<file path="config.mk">
export PLATFORM = sky130hd
export DESIGN_NAME = fsk_bit_slicer
export DESIGN_NICKNAME = d
export VERILOG_FILES = /design/src/rtl/fsk_bit_slicer_pkg.sv /design/src/rtl/fsk_bit_slicer_word_assembler.sv /design/src/rtl/fsk_bit_slicer.sv
export SDC_FILE = /design/constraint.sdc
export NUM_CORES = 1
export LEC_CHECK = 0
export CAP_MARGIN = 20
export CORE_UTILIZATION = 48
export DETAILED_ROUTE_END_ITERATION = 8
export GPL_TIMING_DRIVEN = 0
export PLACE_DENSITY = 0.65
export SLEW_MARGIN = 20
export SYNTH_ARGS = -nofsm -noshare
export SYNTH_HDL_FRONTEND = slang
export SYNTH_SLANG_ARGS = --single-unit
</file>
<file path="constraint.sdc">
create_clock -name clock -period 2.3 [get_ports clock]
set_input_delay 0.46 -clock clock [delete_from_list [all_inputs] [get_ports clock]]
set_output_delay 0.46 -clock clock [all_outputs]
set_load 0.03 [all_outputs]
</file>
<file path="src/rtl/fsk_bit_slicer_pkg.sv">
// Shared types and helpers for the FSK bit slicer: FSM states, decision codes,
// bit-period arithmetic and the tone-dominance decision.
package fsk_bit_slicer_pkg;

  localparam int unsigned DATA_W = 32;
  localparam int unsigned DEC_W  = 40;

  typedef enum logic [2:0] {
    ST_IDLE    = 3'd0,
    ST_CLEAR   = 3'd1,
    ST_MEASURE = 3'd2,
    ST_SETTLE  = 3'd3,
    ST_DECIDE  = 3'd4
  } state_e;

  typedef enum logic [1:0] {
    DEC_ZERO       = 2'd0,
    DEC_ONE        = 2'd1,
    DEC_AMBIGUOUS  = 2'd2,
    DEC_NO_CARRIER = 2'd3
  } decision_e;

  function automatic int unsigned calc_bit_ticks(input int unsigned clock_hz,
                                                 input int unsigned bit_rate);
    return clock_hz / bit_rate;
  endfunction

  // CLEAR, SETTLE and DECIDE each take one cycle of the bit period.
  function automatic int unsigned calc_measure_ticks(input int unsigned clock_hz,
                                                     input int unsigned bit_rate);
    return calc_bit_ticks(clock_hz, bit_rate) - 3;
  endfunction

  // 40-bit products keep 32-bit counts times percentages from overflowing.
  function automatic decision_e decide(input logic [DATA_W-1:0] f1,
                                       input logic [DATA_W-1:0] f2,
                                       input int unsigned       measure,
                                       input int unsigned       margin_pct,
                                       input int unsigned       cover_pct);
    logic [DEC_W-1:0] a;
    logic [DEC_W-1:0] b;
    logic [DEC_W-1:0] total;
    logic [DEC_W-1:0] floor_v;
    a       = DEC_W'(f1);
    b       = DEC_W'(f2);
    total   = (a + b) * DEC_W'(100);
    floor_v = DEC_W'(measure) * DEC_W'(cover_pct);
    if (total < floor_v) begin
      return DEC_NO_CARRIER;
    end
    if (b * DEC_W'(100) >= a * DEC_W'(100 + margin_pct)) begin
      return DEC_ONE;
    end
    if (a * DEC_W'(100) >= b * DEC_W'(100 + margin_pct)) begin
      return DEC_ZERO;
    end
    return DEC_AMBIGUOUS;
  endfunction

endpackage

</file>
<file path="src/rtl/fsk_bit_slicer_word_assembler.sv">
// Packs decided bits LSB-first into words with a sticky per-word error flag;
// a flush drops any partial word.
module fsk_bit_slicer_word_assembler
  import fsk_bit_slicer_pkg::*;
#(
  parameter int unsigned WORD_BITS = 8
) (
  input  logic              clock,
  input  logic              reset_n,
  input  logic              bit_i,
  input  logic              bit_valid_i,
  input  logic              bit_error_i,
  input  logic              flush_i,
  output logic [DATA_W-1:0] word_data_o,
  output logic              word_valid_o,
  output logic              word_error_o
);

  localparam int unsigned CNT_W = $clog2(WORD_BITS + 1);
  localparam logic [CNT_W-1:0] LAST_BIT = CNT_W'(WORD_BITS - 1);

  logic [CNT_W-1:0]  bit_cnt_q;
  logic [DATA_W-1:0] acc_q;
  logic              sticky_q;
  logic [DATA_W-1:0] word_data_q;
  logic              word_valid_q;
  logic              word_error_q;
  logic [DATA_W-1:0] merged_c;

  assign merged_c = acc_q | (DATA_W'(bit_i) << bit_cnt_q);

  // A completing bit wins over a same-cycle flush: the word is whole, not partial.
  always_ff @(posedge clock or negedge reset_n) begin
    if (!reset_n) begin
      bit_cnt_q    <= '0;
      acc_q        <= '0;
      sticky_q     <= 1'b0;
      word_data_q  <= '0;
      word_valid_q <= 1'b0;
      word_error_q <= 1'b0;
    end else begin
      word_valid_q <= 1'b0;
      if (bit_valid_i && (bit_cnt_q == LAST_BIT)) begin
        word_data_q  <= merged_c;
        word_valid_q <= 1'b1;
        word_error_q <= sticky_q | bit_error_i;
        acc_q        <= '0;
        sticky_q     <= 1'b0;
        bit_cnt_q    <= '0;
      end else if (flush_i) begin
        acc_q     <= '0;
        sticky_q  <= 1'b0;
        bit_cnt_q <= '0;
      end else if (bit_valid_i) begin
        acc_q     <= merged_c;
        sticky_q  <= sticky_q | bit_error_i;
        bit_cnt_q <= bit_cnt_q + CNT_W'(1);
      end
    end
  end

  assign word_data_o  = word_data_q;
  assign word_valid_o = word_valid_q;
  assign word_error_o = word_error_q;

endmodule

</file>
<file path="src/rtl/fsk_bit_slicer.sv">
// Controls the two-tone analyzer over fixed bit periods, decides one FSK bit per
// period from the two tick counts, and hands bits to the word assembler.
module fsk_bit_slicer
  import fsk_bit_slicer_pkg::*;
#(
  parameter int unsigned CLOCK         = 50000000,
  parameter int unsigned BIT_RATE      = 10000,
  parameter int unsigned MARGIN_PCT    = 25,
  parameter int unsigned MIN_COVER_PCT = 50,
  parameter int unsigned WORD_BITS     = 8
) (
  input  logic              clock,
  input  logic              reset_n,
  input  logic              run,
  input  logic [DATA_W-1:0] f1_value,
  input  logic [DATA_W-1:0] f2_value,
  output logic              analyzer_enable,
  output logic              analyzer_clear,
  output logic              bit_value,
  output logic              bit_valid,
  output logic              bit_error,
  output logic [DATA_W-1:0] word_data,
  output logic              word_valid,
  output logic              word_error,
  output logic              busy
);

  localparam int unsigned BIT_TICKS     = calc_bit_ticks(CLOCK, BIT_RATE);
  localparam int unsigned MEASURE_TICKS = calc_measure_ticks(CLOCK, BIT_RATE);
  localparam int unsigned TICK_W        = $clog2(BIT_TICKS);
  localparam logic [TICK_W-1:0] MEASURE_LAST = TICK_W'(MEASURE_TICKS - 1);

  state_e            state_q;
  logic [TICK_W-1:0] tick_q;
  logic              enable_q;
  logic              clear_q;
  logic              bit_value_q;
  logic              bit_valid_q;
  logic              bit_error_q;
  logic              busy_q;

  decision_e dec_c;
  logic      dec_bit_c;
  logic      dec_err_c;
  logic      decide_c;
  logic      flush_c;

  assign dec_c     = decide(f1_value, f2_value, MEASURE_TICKS, MARGIN_PCT, MIN_COVER_PCT);
  assign dec_bit_c = (dec_c == DEC_ONE);
  assign dec_err_c = (dec_c == DEC_AMBIGUOUS) || (dec_c == DEC_NO_CARRIER);
  assign decide_c  = (state_q == ST_DECIDE);
  assign flush_c   = decide_c && !run;

  // Outputs change on the same edge as the state, so enable spans exactly MEASURE.
  always_ff @(posedge clock or negedge reset_n) begin
    if (!reset_n) begin
      state_q     <= ST_IDLE;
      tick_q      <= '0;
      enable_q    <= 1'b0;
      clear_q     <= 1'b1;
      bit_value_q <= 1'b0;
      bit_valid_q <= 1'b0;
      bit_error_q <= 1'b0;
      busy_q      <= 1'b0;
    end else begin
      bit_valid_q <= 1'b0;
      case (state_q)
        ST_IDLE: begin
          enable_q <= 1'b0;
          clear_q  <= 1'b1;
          if (run) begin
            state_q <= ST_CLEAR;
            busy_q  <= 1'b1;
          end
        end
        ST_CLEAR: begin
          state_q  <= ST_MEASURE;
          tick_q   <= '0;
          enable_q <= 1'b1;
          clear_q  <= 1'b0;
        end
        ST_MEASURE: begin
          if (tick_q == MEASURE_LAST) begin
            state_q  <= ST_SETTLE;
            enable_q <= 1'b0;
          end else begin
            tick_q <= tick_q + TICK_W'(1);
          end
        end
        ST_SETTLE: begin
          state_q <= ST_DECIDE;
        end
        ST_DECIDE: begin
          bit_valid_q <= 1'b1;
          bit_value_q <= dec_bit_c;
          bit_error_q <= dec_err_c;
          clear_q     <= 1'b1;
          if (run) begin
            state_q <= ST_CLEAR;
          end else begin
            state_q <= ST_IDLE;
            busy_q  <= 1'b0;
          end
        end
        default: begin
          state_q  <= ST_IDLE;
          enable_q <= 1'b0;
          clear_q  <= 1'b1;
          busy_q   <= 1'b0;
        end
      endcase
    end
  end

  fsk_bit_slicer_word_assembler #(
    .WORD_BITS(WORD_BITS)
  ) u_word_assembler (
    .clock        (clock),
    .reset_n      (reset_n),
    .bit_i        (dec_bit_c),
    .bit_valid_i  (decide_c),
    .bit_error_i  (dec_err_c),
    .flush_i      (flush_c),
    .word_data_o  (word_data),
    .word_valid_o (word_valid),
    .word_error_o (word_error)
  );

  assign analyzer_enable = enable_q;
  assign analyzer_clear  = clear_q;
  assign bit_value       = bit_value_q;
  assign bit_valid       = bit_valid_q;
  assign bit_error       = bit_error_q;
  assign busy            = busy_q;

endmodule

</file>
==> impl_summary.txt <==
----------------------------------------------------
[Outcome]
  Result of the run ... finished, violations left
  Violations in the final reports ... negative setup slack

[Job]
  Total of max-cap violations ... 0

[Clocking]
  TritonCTS clock tree ... yes
  CTS Root Buffer Type ... sky130_fd_sc_hd__clkbuf_16
  Total CTS buffers ... 9
  Insertion delay to the later sink of the worst-skew pair ... 0.33 ns
  Largest buffer count on any clock path ... 2
  Total clock sinks ... 61
  CTS HTree Levels ... 3
  Clk pin slew, worst setup/hold paths ... 0.06 ns

[Synth]
  Fraction of post-synthesis cell area in the top cell type by area ... 25.1%
  Mean instance size in the synthesized netlist ... 8.54 um2
  Area contributors post-synth ... sky130_fd_sc_hd__ha_1 (25%), sky130_fd_sc_hd__fa_1 (25%), sky130_fd_sc_hd__inv_1 (10%), sky130_fd_sc_hd__dfrtp_1 (5.8%), sky130_fd_sc_hd__xnor2_1 (3.7%)
  Syn. warnings ... 0
  Top-count cell post-synth ... sky130_fd_sc_hd__inv_1
  FFs w/ async S/R, synth ... 100%
  Fraction of the yosys area taken by sequential cells ... 5.88%
  Most instantiated cells after synthesis ... sky130_fd_sc_hd__inv_1 (702), sky130_fd_sc_hd__ha_1 (520), sky130_fd_sc_hd__fa_1 (319)
  Largest area contributor in the netlist ... sky130_fd_sc_hd__ha_1
  Post-synth EDFFs ... 0
  Cells after synthesis ... 3,042
  Synth Flop Type ... sky130_fd_sc_hd__dfrtp_1
  Combined area of all synthesized cells ... 26,000 um2
  Netlist cell types ... 82
  Number of storage elements in the synthesis netlist ... 61

[Timing]
  Maximum clock frequency ... 146 MHz
  Slew at the pin with the worst max-slew slack ... 0.703 ns
  Slew Limit Headroom ... 52.7%
  Count of final max-slew check failures ... 0
  Post-layout minimum cycle time ... 6.84 ns
  Worst clock skew ... 0.00454 ns
  RSZ-0062 raised after global routing ... yes
  Hold violation count in the final report ... 0
  Post-route clock period utilization ... 297%
  Worst Slack Setup Final ... -4.54 ns
  Final setup vio count ... 24

[Route]
  Count of routing violations after the opening detailed-route iteration ... 1,060
  Number of nets still failing antenna checks after routing ... 0
  Wirelength, routed ... 64,300 um
  Via density ... 5.38
  DR DRC count ... 0
  Number of search-and-repair iterations in the first detailed-routing pass ... 5
  Routed vias ... 21,200
  Avg WL per Cell ... 16.3 um

[Critical path]
  Worst flop-to-flop path startpoint ... state_q[1]
  Critical Path Slowest Stage Cell ... sky130_fd_sc_hd__or4_4
  Crit path max fanout ... 8
  Critical register-to-register path endpoint ... u_word_assembler.acc_q[6]
  Worst Setup Start Kind ... input pin
  Slack of the worst reg-to-reg path ... -0.13 ns
  Biggest cell delay along the critical path ... 0.57 ns
  Arr. time, crit path ... 7.05 ns
  Endpoint class of the critical path ... flip-flop
  Worst reg-to-reg path cell count ... 8
  Class of the most critical setup path ... in2reg
  Cell repeated most along the worst path ... sky130_fd_sc_hd__ha_1
  Critical path required time ... 2.51 ns

[GRT]
  Number of antenna violations at the first check in global routing ... 8
  Maximum number of pins on one net before global-route repair ... 57
  Via count of the first global-routing pass ... 21,900
  Wire length of the first global-routing pass ... 108,000 um
  Global router's overall resource usage ... 23.8%
  Overflow left after global routing ... 0

[Layout]
  Fraction of layout instances using a drive strength above 1 ... 11.4%
  Post-layout util ... 56.7%
  Area added between synthesis and finish ... 15.7%
  Number of filler instances in the final layout ... 4,907
  Net total in the final layout ... 4,160

[Die]
  Width of the die ... 235 um
  Die footprint ... 55,000 um2
  Placeable Area ... 53,000 um2
  Top-level port count ... 107
  Initial Utilization ... 49.0%
  Die H ... 235 um
  Row cnt ... 84

[Pwr]
  Total chip power ... 44,700 uW
  Peak ir drop on the vdd network ... 995 uV
  Power density over the cells ... 1490 nW/um2
  Static Leakage ... 0.0159 uW

[Placement]
  Final Wtd Congestion ... 0.890
  Detail Placement HPWL ... 55,200 um
  Number of buffers inserted by port buffering ... 90

[Min path]
  Worst min-delay path startpoint ... u_word_assembler.acc_q[2]
  Cells on Worst Hold Path ... 2
  Kind of path behind the tightest hold check ... reg2reg
  Worst min-delay path endpoint ... u_word_assembler.word_data_o[2]

----------------------------------------------------
-- power by group --
part           switching, uW  total (uW)  internal [uW]
logic                  23300       42000          18700
clock network            491        1550           1060
registers                  0        1070           1070
-- metrics by stage --
step                hold slack, ns  setup slack [ns]  TNS [ns]  cell area, um2  instances
global placement             0.462             -6.35   -216.36           28100       3835
detailed placement           0.282             -6.55   -155.73           28100       3836
global route                 0.483             -4.76   -112.20           30100       3951
finish                       0.469             -4.54   -107.14           30100       3951
floorplan                    0.164             -4.16    -98.94           26300       3057
CTS                          0.471             -4.55   -106.70           29500       3917
-- flip-flops by register name, indices dropped and copies added (netlist names), 3 cells and up --
register and cells:
state_q 3, tick_q 13, u_word_assembler.acc_q 16, u_word_assembler.bit_cnt_q 4, u_word_assembler.word_data_o 16
-- layout make-up --
class,instances,area [um2],share of cell area (%)
clock inverter,6,111,0.371
clock buffer,10,229,0.762
antenna,4,10.0,0.0333
multi-input combinational,2247,22600,75.3
tap,688,861,2.86
buffer,38,241,0.804
timing repair buffer,194,1750,5.84
inverter,703,2700,8.99
sequential,61,1530,5.08
-- logic make-up (layout without fill, tap and decap cells) --
family,after synthesis,after routing,synth area share (%)
AO/OA/AOI/OAI,611,611,15.3
XOR/XNOR,193,193,6.51
adder cells (fa/ha/maj),839,839,49.6
buffers and inverters,749,951,11.1
flip-flops,61,61,5.88
multiplexers,13,13,0.511
other,1,20,0.0144
AND/OR/NAND/NOR,575,575,11.0
-- critical path: cells and delay by family --
| kind | cells | cell delay [ns] |
|---|---|---|
| buffers and inverters | 6 | 0.51 |
| AND/OR/NAND/NOR | 9 | 2.23 |
| AO/OA/AOI/OAI | 10 | 1.88 |
| adder cells (fa/ha/maj) | 6 | 1.69 |
| XOR/XNOR | 2 | 0.27 |
-- routing by layer --
metal | part of all wire [%] | vias up | GRT usage [%]
li1 | - | 10500 | -
met1 | 45 | 10300 | 30.9
met2 | 49 | 399 | 41.8
met3 | 3.4 | 80 | 2.19
met4 | 2.7 | 0 | 6.92
met5 | 0 | - | 0
-- worst max path at each step --
stage / from / end / depth (start not counted) / slack, ns
after floorplan: f1_value[3] / u_word_assembler.acc_q[4] / 29 / -4.16
after detailed placement: f1_value[10] / u_word_assembler.word_data_o[5] / 28 / -6.55
after global routing: f1_value[0] / u_word_assembler.acc_q[5] / 33 / -4.76
after CTS: f1_value[9] / bit_error / 29 / -4.55
final: f1_value[0] / u_word_assembler.acc_q[6] / 33 / -4.54
after global placement: f1_value[10] / u_word_assembler.word_data_o[5] / 28 / -6.35
-- cells in the final DEF, fill, tap and decap left out, types with 11 or more instances in the layout --
| cell | n |
|---|---|
| sky130_fd_sc_hd__a21o_1 | 113 |
| sky130_fd_sc_hd__a21oi_1 | 162 |
| sky130_fd_sc_hd__a21oi_2 | 21 |
| sky130_fd_sc_hd__a31oi_1 | 18 |
| sky130_fd_sc_hd__and3_1 | 29 |
| sky130_fd_sc_hd__buf_4 | 123 |
| sky130_fd_sc_hd__buf_6 | 13 |
| sky130_fd_sc_hd__clkbuf_1 | 13 |
| sky130_fd_sc_hd__clkdlybuf4s50_1 | 38 |
| sky130_fd_sc_hd__clkinvlp_4 | 16 |
| sky130_fd_sc_hd__conb_1 | 16 |
| sky130_fd_sc_hd__dfrtp_1 | 60 |
| sky130_fd_sc_hd__fa_1 | 314 |
| sky130_fd_sc_hd__ha_1 | 486 |
| sky130_fd_sc_hd__ha_4 | 27 |
| sky130_fd_sc_hd__inv_1 | 667 |
| sky130_fd_sc_hd__inv_2 | 17 |
| sky130_fd_sc_hd__mux2i_1 | 11 |
| sky130_fd_sc_hd__nand2_1 | 167 |
| sky130_fd_sc_hd__nand2b_1 | 38 |
| sky130_fd_sc_hd__nand3_1 | 54 |
| sky130_fd_sc_hd__nand4_1 | 37 |
| sky130_fd_sc_hd__nor2_1 | 103 |
| sky130_fd_sc_hd__nor2b_1 | 32 |
| sky130_fd_sc_hd__nor3_1 | 27 |
| sky130_fd_sc_hd__o211ai_1 | 16 |
| sky130_fd_sc_hd__o21a_1 | 33 |
| sky130_fd_sc_hd__o21ai_0 | 81 |
| sky130_fd_sc_hd__o21ai_1 | 23 |
| sky130_fd_sc_hd__o21bai_1 | 18 |
| sky130_fd_sc_hd__or3_1 | 11 |
| sky130_fd_sc_hd__xnor2_1 | 106 |
| sky130_fd_sc_hd__xor2_1 | 80 |
-- repair_timing --
| action | CTS | global route |
|---|---|---|
| pin swaps | 86 | 93 |
| cloned | 0 | 0 |
| buffers inserted | 69 | 33 |
| setup endpoints to repair | 35 | 40 |
| gates resized for setup | 337 | 93 |
| hold buffers | 1 | 0 |
| hold endpoints to repair | 5 | 0 |
(Power assumes the default switching activity.)
